**config.mk**
```make
export PLATFORM = sky130hd
export DESIGN_NAME = uart_rx
export DESIGN_NICKNAME = d
export VERILOG_FILES = /design/src/rtl/uart_pkg.sv /design/src/rtl/uart_tick_gen.sv /design/src/rtl/uart_rx.sv
export SDC_FILE = /design/constraint.sdc
export NUM_CORES = 1
export LEC_CHECK = 0
export BUFFER_PORTS_ARGS = -buffer_cell sky130_fd_sc_hd__buf_2
export CORE_ASPECT_RATIO = 1.75
export CORE_UTILIZATION = 58
export CTS_CLUSTER_SIZE = 40
export DETAILED_ROUTE_END_ITERATION = 6
export GPL_TIMING_DRIVEN = 0
export HOLD_SLACK_MARGIN = 0.15
export PLACE_DENSITY = 0.78
export SYNTH_ARGS = -nofsm -noshare
export SYNTH_HDL_FRONTEND = slang
export SYNTH_SLANG_ARGS = --single-unit
```
**constraint.sdc**
```tcl
create_clock -name clk -period 1.95 [get_ports clk]
set_input_delay 0.195 -clock clk [delete_from_list [all_inputs] [get_ports clk]]
set_output_delay 0.195 -clock clk [all_outputs]
set_load 0.05 [all_outputs]
```
**src/rtl/uart_pkg.sv**
```systemverilog
// Shared UART definitions: receiver state encoding, baud divider math, line levels.
// Latency: n/a (types and constants only).
// Backpressure: n/a.
package uart_pkg;

    // Receiver frame-tracking states.
    typedef enum logic [2:0] {
        IDLE  = 3'd0,
        START = 3'd1,
        DATA  = 3'd2,
        STOP  = 3'd3,
        BREAK = 3'd4
    } rx_state_t;

    // An idle line sits high, and a valid stop bit is also high.
    localparam logic LINE_IDLE  = 1'b1;
    localparam logic STOP_LEVEL = 1'b1;

    // Clocks per oversample tick, truncated. The residual error is spread over
    // a whole frame and stays well inside the mid-bit sampling margin.
    function automatic int calc_div(input int clock_rate, input int baud_rate,
                                    input int oversample);
        return clock_rate / (baud_rate * oversample);
    endfunction

endpackage

```
**src/rtl/uart_tick_gen.sv**
```systemverilog
// Oversample tick generator: free-running divider, one-clk tick every DIV clocks.
// Latency: tick is combinational from the counter; first tick DIV clk after reset.
// Backpressure: none; the tick never stalls.
// Ports: clk, rstN (async active-low), tick (1-clk strobe when count == DIV-1).
module uart_tick_gen
    import uart_pkg::*;
#(
    parameter int CLOCK_RATE = 100000000,
    parameter int BAUD_RATE  = 115200,
    parameter int OVERSAMPLE = 16
) (
    input  logic clk,
    input  logic rstN,
    output logic tick
);

    localparam int DIV = calc_div(CLOCK_RATE, BAUD_RATE, OVERSAMPLE);
    localparam int CW  = (DIV > 1) ? $clog2(DIV) : 1;
    localparam logic [CW-1:0] CNT_LAST = CW'(DIV - 1);

    logic [CW-1:0] count;

    always_ff @(posedge clk or negedge rstN) begin
        if (!rstN) begin
            count <= '0;
        end else if (count == CNT_LAST) begin
            count <= '0;
        end else begin
            count <= count + 1'b1;
        end
    end

    assign tick = (count == CNT_LAST);

endmodule

```
**src/rtl/uart_rx.sv**
```systemverilog
// 8N1 UART receiver: 2-flop synchronizer, oversampled mid-bit FSM, valid/ready byte output.
// Latency: rxValid rises ~9.5 bit times after the start edge + 2 sync clk + up to DIV clk.
// Backpressure: one-byte holding register; a good byte arriving while it is still full
//               and not being drained is dropped and flagged on overrun.
// Ports: clk, rstN (async active-low), rxd (raw line), rxData/rxValid/rxReady (byte
//        handshake), frameErr (1-clk pulse, bad stop bit), overrun (1-clk pulse, byte dropped).
module uart_rx
    import uart_pkg::*;
#(
    parameter int CLOCK_RATE = 100000000,
    parameter int BAUD_RATE  = 115200,
    parameter int OVERSAMPLE = 16,    // even, >= 8
    parameter int DATA_BITS  = 8      // >= 2
) (
    input  logic                 clk,
    input  logic                 rstN,
    input  logic                 rxd,
    output logic [DATA_BITS-1:0] rxData,
    output logic                 rxValid,
    input  logic                 rxReady,
    output logic                 frameErr,
    output logic                 overrun
);

    localparam int SW = $clog2(OVERSAMPLE);
    localparam int BW = (DATA_BITS > 1) ? $clog2(DATA_BITS) : 1;
    localparam logic [SW-1:0] HALF_LAST = SW'(OVERSAMPLE / 2 - 1);
    localparam logic [SW-1:0] FULL_LAST = SW'(OVERSAMPLE - 1);
    localparam logic [BW-1:0] BIT_LAST  = BW'(DATA_BITS - 1);

    // ------------------------------------------------------------------
    // Tick source
    // ------------------------------------------------------------------
    logic tick;

    uart_tick_gen #(
        .CLOCK_RATE (CLOCK_RATE),
        .BAUD_RATE  (BAUD_RATE),
        .OVERSAMPLE (OVERSAMPLE)
    ) u_tick_gen (
        .clk  (clk),
        .rstN (rstN),
        .tick (tick)
    );

    // ------------------------------------------------------------------
    // Synchronizer: flops reset to the idle level so reset never looks
    // like a start bit.
    // ------------------------------------------------------------------
    logic rxd_meta;
    logic rxs;

    always_ff @(posedge clk or negedge rstN) begin
        if (!rstN) begin
            rxd_meta <= LINE_IDLE;
            rxs      <= LINE_IDLE;
        end else begin
            rxd_meta <= rxd;
            rxs      <= rxd_meta;
        end
    end

    // ------------------------------------------------------------------
    // FSM
    // ------------------------------------------------------------------
    rx_state_t state;
    rx_state_t state_nxt;

    logic [SW-1:0]        sample_cnt;
    logic [BW-1:0]        bit_idx;
    logic [DATA_BITS-1:0] shreg;

    logic half_pt;
    logic bit_pt;
    logic last_bit;

    assign half_pt  = (sample_cnt == HALF_LAST);
    assign bit_pt   = (sample_cnt == FULL_LAST);
    assign last_bit = (bit_idx == BIT_LAST);

    // State register
    always_ff @(posedge clk or negedge rstN) begin
        if (!rstN) begin
            state <= IDLE;
        end else begin
            state <= state_nxt;
        end
    end

    // Next-state logic
    always_comb begin
        state_nxt = state;
        case (state)
            IDLE: begin
                if (tick && (rxs != LINE_IDLE)) state_nxt = START;
            end
            START: begin
                // Start bit must still be low at its middle, else it was a glitch.
                if (tick && half_pt) state_nxt = (rxs == LINE_IDLE) ? IDLE : DATA;
            end
            DATA: begin
                if (tick && bit_pt && last_bit) state_nxt = STOP;
            end
            STOP: begin
                if (tick && bit_pt) state_nxt = (rxs == STOP_LEVEL) ? IDLE : BREAK;
            end
            BREAK: begin
                // A held-low line must return high before a new start is accepted,
                // so a long break reports only one framing error.
                if (rxs == LINE_IDLE) state_nxt = IDLE;
            end
            default: state_nxt = IDLE;
        endcase
    end

    // Output / control strobes
    logic cnt_clr;
    logic cnt_inc;
    logic idx_clr;
    logic shift_en;
    logic stop_good;
    logic stop_bad;
    logic load_byte;
    logic drop_byte;

    always_comb begin
        cnt_clr   = 1'b0;
        cnt_inc   = 1'b0;
        idx_clr   = 1'b0;
        shift_en  = 1'b0;
        stop_good = 1'b0;
        stop_bad  = 1'b0;
        case (state)
            IDLE: begin
                if (tick && (rxs != LINE_IDLE)) cnt_clr = 1'b1;
            end
            START: begin
                if (tick) begin
                    if (half_pt) begin
                        cnt_clr = 1'b1;
                        idx_clr = 1'b1;
                    end else begin
                        cnt_inc = 1'b1;
                    end
                end
            end
            DATA: begin
                if (tick) begin
                    if (bit_pt) begin
                        shift_en = 1'b1;
                        cnt_clr  = 1'b1;
                    end else begin
                        cnt_inc = 1'b1;
                    end
                end
            end
            STOP: begin
                if (tick) begin
                    if (bit_pt) begin
                        cnt_clr   = 1'b1;
                        stop_good = (rxs == STOP_LEVEL);
                        stop_bad  = (rxs != STOP_LEVEL);
                    end else begin
                        cnt_inc = 1'b1;
                    end
                end
            end
            default: ;
        endcase
        // The holding register is free if empty or being drained this same clk.
        load_byte = stop_good && (!rxValid || rxReady);
        drop_byte = stop_good && rxValid && !rxReady;
    end

    // ------------------------------------------------------------------
    // Datapath: counters, shift register, holding register, flags
    // ------------------------------------------------------------------
    always_ff @(posedge clk or negedge rstN) begin
        if (!rstN) begin
            sample_cnt <= '0;
            bit_idx    <= '0;
            shreg      <= '0;
        end else begin
            if (cnt_clr) begin
                sample_cnt <= '0;
            end else if (cnt_inc) begin
                sample_cnt <= sample_cnt + 1'b1;
            end

            if (idx_clr) begin
                bit_idx <= '0;
            end else if (shift_en) begin
                bit_idx <= bit_idx + 1'b1;
            end

            // LSB arrives first, so shifting in at the top leaves it at bit 0.
            if (shift_en) begin
                shreg <= {rxs, shreg[DATA_BITS-1:1]};
            end
        end
    end

    always_ff @(posedge clk or negedge rstN) begin
        if (!rstN) begin
            rxData   <= '0;
            rxValid  <= 1'b0;
            frameErr <= 1'b0;
            overrun  <= 1'b0;
        end else begin
            if (load_byte) begin
                rxData  <= shreg;
                rxValid <= 1'b1;
            end else if (rxValid && rxReady) begin
                rxValid <= 1'b0;
            end
            frameErr <= stop_bad;
            overrun  <= drop_byte;
        end
    end

endmodule

```
==> After elaboration in Yosys (flattened, before gate mapping) <==
Cells that the tools add are included.
{ "totals": {"latchBits": 0, "wordCells": 79, "output_inout_bits": 11, "memories": 0, "reg_bits": 37, "input_bits": 4, "rom_bits": 0, "ramBits": 0} }
{ "op_classes": {"shift": 0, "n_reduce_logical": 17, "n_eq_ne": 13, "n_addsub": 3, "n_bitwise": 1, "n_div": 0, "mul": 0, "magnitude_cmp": 0, "mux": 34} }
{ "ops": {"columns": ["cell", "count"], "rows": [
  ["two-way mux 3 bit", 8],
  ["two-way mux 1 bit", 19],
  ["one-hot mux 3 bit (5 select lines)", 1],
  ["inequality test 2 bit, second input constant", 5],
  ["logical AND 1 bit", 8],
  ["two-way mux 4 bit", 2],
  ["adder 6 x 1 -> 6 bit, second input constant", 1],
  ["equality test 3 x 2 -> 1 bit, second input constant", 2],
  ["equality test 3 bit, second input constant", 2],
  ["equality test 6 bit, second input constant", 1],
  ["two-way mux 6 bit", 1],
  ["nonzero test 2 bit", 3],
  ["AND reduction 5 bit", 1],
  ["adder 4 x 1 -> 4 bit, second input constant", 1],
  ["equality test 4 x 3 -> 1 bit, second input constant", 1],
  ["equality test 4 bit, second input constant", 1],
  ["adder 3 x 1 -> 3 bit, second input constant", 1],
  ["equality test 3 x 1 -> 1 bit, second input constant", 1],
  ["logical NOT 3 bit", 1],
  ["one-hot mux 1 bit (3 select lines)", 1],
  ["logical NOT 1 bit", 2],
  ["two-way mux 2 bit", 1],
  ["one-hot mux 1 bit (2 select lines)", 1],
  ["OR reduction 2 bit", 1],
  ["2 further kinds", 2]
]} }

==> Longest topological paths before layout <==
{ "logic_depth": {"word_depth": 6, "mapped_depth": 7, "mapped_depth_nobuf": 6} }

==> Hierarchy <==
Synthesis repeated with hierarchy kept, for this count alone.
{ "unflattened": {"cells_unflattened": 160, "area_unflattened_um2": 1682.9} }
{ "modules_own_cells": {"columns": ["mod", "area_each_um2", "seq_area_each_um2", "instances", "cells_each"], "rows": [
  ["uart_rx", 1403.8, 778.2, 1, 132],
  ["uart_tick_gen", 279.0, 150.1, 1, 28]
]} }

==> Least setup slack after synthesis <==
Ideal clock, no wire load.
{ "synth_path": {"kind": "flip-flop to flip-flop", "startpoint": "register u_tick_gen.count[1]", "endpoint": "register shreg[0]", "setup_time_ps": 125, "slack_ps": 165, "t_required_ps": 1825, "period_less_slack_ps": 1785, "t_arrival_ps": 1661, "path_stages_with_launch": 8, "n_path_buf": 1, "cell_sequence": "dfrtp_1 > inv_1 > ha_1 > and3b_1 > nand2_1 > nor3_1 > buf_4 > mux2_2"} }
{ "synth_via": {"elab_chain_cells": 3} }
{ "synth_lines": {"columns": ["item", "line_no", "text"], "rows": [
  ["start, declared", "uart_tick_gen.sv:21", "logic [CW-1:0] count;"],
  ["start signal, assigned", "uart_tick_gen.sv:29", "count <= count + 1'b1;"],
  ["equality test 6 bit", "uart_tick_gen.sv:33", "assign tick = (count == CNT_LAST);"],
  ["two-way mux 1 bit", null, null],
  ["two-way mux 1 bit", "uart_rx.sv:133", "case (state)"],
  ["end signal, assigned", "uart_rx.sv:198", "shreg <= {rxs, shreg[DATA_BITS-1:1]};"],
  ["end, declared", "uart_rx.sv:71", "logic [DATA_BITS-1:0] shreg;"]
]} }
No other way between the ends.
A chain may end at the register's enable or synchronous reset.

==> Final worst setup path <==
{ "layout_path": {"startpoint": "register u_tick_gen.count[1]", "endpoint": "register shreg[5]"} }
The elaborated chain is that of the path after synthesis.

==> out/metrics.cfg <==
[pwr]
p_leak_nw = 0.971
total_power_w = 0.00133
p_per_area_nw_per_um2 = 665
peakVddDrop_v = 0.000533

[logic_synthesis]
synthesis.nets = 150
yosys_warnings = 0
synth_seq_area_share_pct = 54.6
async_flop_share_pct = 100
synth_top_area_share_pct = 51.5
synth_area_leader_cell = dfrtp_1
synth_area_leaders = dfrtp_1 51%, mux2_2 11%, ha_1 3.7%
syn_area_um2 = 1700
synth_area_per_cell_um2 = 12.1
synth_edf_count = 0
synth.distinct_cells = 38
synth_flop_cell = dfrtp_1
ys_ff_latch = 37
syn_inst = 141

[placement]
gp_congestion = 0.898
dpl_cell_area_um2 = 1810
port_buffers = 14
dp_cells = 182
dp_hpwl_mm = 2.22

[global_route]
antenna_found_initial = 0
grt_start_max_net_pins = 38
grt_pass1_wl_mm = 5.26
grt_pass1_vias = 1176
grtUsageTotal_pct = 22.3
grt_overflow = 0

[setup_path]
crit_chain = inv_1 -> ha_2 -> and3b_2 -> nand2_2 -> nor3_4 -> buf_6 -> mux2_2
crit_slowest_cell = dfrtp_1
critical_path_class = flip-flop to flip-flop
r2r_setup_slack_ns = 0.07
r2r-end = shreg[5]
crit_fanout = 5
crit_end = shreg[5]
rr_worst_depth = 7
r2r-start = u_tick_gen.count[1]
critical-path-max-stage-delay_ns = 0.42
cp.arrival_ns = 2.04
cp_num_buf_inv = 2
cp-end-kind = flip-flop
crit_family = simple AND/OR/NAND/NOR gates
startpoint = u_tick_gen.count[1]
cp.depth = 7
cp.required_ns = 2.11
startpoint_type = flip-flop

[outcome]
status = finished clean

[detailed_routing]
wl_met1_mm = 1.23
wirelength_mm = 3.15
dr_wl_met3_um = 93
routed.top_layer = met4
dr.first_iter.drc_count = 24
post_drt_wl_per_cell_um = 16.0
first_pass_iters = 4
ant_nets = 0
viasPerCell = 5.88
vias = 1159
drcViolationCount = 0
wl_met2_mm = 1.76

[cts]
cts_sinks = 37
cts_tree = done
clk-insertion-delay-late_ns = 0.28
cts_made_buffers = 5
cts_buffer_depth = 2
path_clk_slew_ns = 0.07
clock-root-buffer = clkbuf_8
cts_htree_levels = 2

[worst_hold_path]
hold_class = input port to flip-flop

[sta]
hold_viol = 0
finalCriticalPeriod_ns = 1.88
finClkSkew_ns = 0.00375
finalMaxSlewViolations = 0
setup_viol = 0
max_freq_ghz = 0.532
fin_crit_sh_pct = 96.5
tightest_slew_ns = 0.805
slew_headroom_pct = 46.3
fin_hold_ws_ns = 0.268
tns_ns = 0

[cells_and_area]
final_area_um2 = 2000
area_growth_pct = 17.6
diodes = 0
fin_cells = 197
fillers = 193
fin_nets = 178
drive_above_1_share_pct = 35.3

[die]
dieArea_um2 = 3160
core_area_um2 = 2750
die_w_um = 42.9
rows = 25
pin_count = 15
die_h_um = 73.7
start_util_pct = 61.8

[job]
max_cap_viol_count = 0

[state kept, by name, summed over array words and instances, names as in the netlist]
name              flops
rxValid               1
bit_idx               3
overrun               1
rxd_meta              1
u_tick_gen.count      6
frameErr              1
sample_cnt            4
rxs                   1
state                 3
shreg                 8
rxData                8
[timing repair]
item,CTS,global route
setup endpoints to repair,7,15
pin swaps,0,3
hold buffers,2,0
buffers inserted,0,4
cloned,0,1
gates resized for setup,2,10
hold endpoints to repair,36,0
[layout by cell type (no fill, tap or decap), types with 3 or more instances in the layout]
master,instances
and2_1,4
nand2_1,7
o21ai_0,7
ha_1,3
mux2_2,17
clkbuf_8,6
buf_2,16
inv_1,3
nand3_1,7
nor3_1,3
nor2_1,10
a22o_1,4
dfrtp_1,34
clkbuf_1,3
buf_4,4
a21oi_1,4
[Yosys cell counts (all sizes together), types with 2 or more instances]
cell type  count
dfrtp         35
mux2          17
nor2          10
nand2          8
nand3          8
o21ai          7
ha             5
a21oi          4
a22o           4
and2           4
nor3           4
buf            3
inv            3
nand3b         3
and3b          2
clkbuf         2
dfstp          2
nand2b         2
nand4          2
xnor2          2
xor2           2
[through the flow]
stage               worst slack (ns)  util (%)
floorplan                      0.165         -
global placement             -0.0364      65.6
detailed placement            -0.132      65.6
CTS                         -0.00259      69.9
global route                 -0.0247      72.7
finish                        0.0689      72.7
[layout make-up]
class,count,area [µm²],area share [%]
Buffer,5,30.0,1.50
Clock buffer,8,90.1,4.50
Inverter,3,11.3,0.563
Multi-Input combinational cell,96,774,38.7
Sequential cell,37,930,46.5
Tap cell,27,33.8,1.69
Timing Repair Buffer,21,131,6.57
[worst min-delay path by stage]
stage                     startpoint    endpoint  slack [ns]  cells past startpoint
final                        rxReady     overrun        0.27                      3
after global routing         rxReady     overrun        0.30                      3
after CTS                    rxReady     overrun        0.27                      3
after detailed placement         rxd    rxd_meta        0.30                      1
after global placement           rxd    rxd_meta        0.30                      1
after floorplan                 rstN  bit_idx[0]       -0.10                      0
[layer usage]
metal  vias up  GRT usage, %
met5         -             0
met4         0          8.08
met3        11          4.91
met2        21          41.2
met1       569          24.3
li1        558             -
[where the power goes]
| group | leakage [nW] | switching [W] | internal, W |
|---|---|---|---|
| logic | 0.430 | 0.0000202 | 0.00000739 |
| registers | 0.495 | 0.000000738 | 0.000771 |
| clock network | 0.0455 | 0.000244 | 0.000288 |
[logic make-up (layout without fill, tap and decap cells)]
| logic type | count (synthesis) | after routing | share of synthesized area [%] |
|---|---|---|---|
| adder cells (fa/ha/maj) | 5 | 5 | 3.68 |
| buffers and inverters | 8 | 37 | 2.21 |
| XOR/XNOR | 4 | 4 | 2.06 |
| multiplexers | 18 | 18 | 11.8 |
| AO/OA/AOI/OAI | 20 | 20 | 7.57 |
| flip-flops | 37 | 37 | 54.6 |
| AND/OR/NAND/NOR | 49 | 49 | 18.1 |
[worst reg2reg max path, cell delays in order (launching register included)]
cell,delay [ns]
dfrtp_1,0.42
inv_1,0.07
ha_2,0.21
and3b_2,0.24
nand2_2,0.09
nor3_4,0.25
buf_6,0.16
mux2_2,0.33
Power figures use the tool's default switching activity.
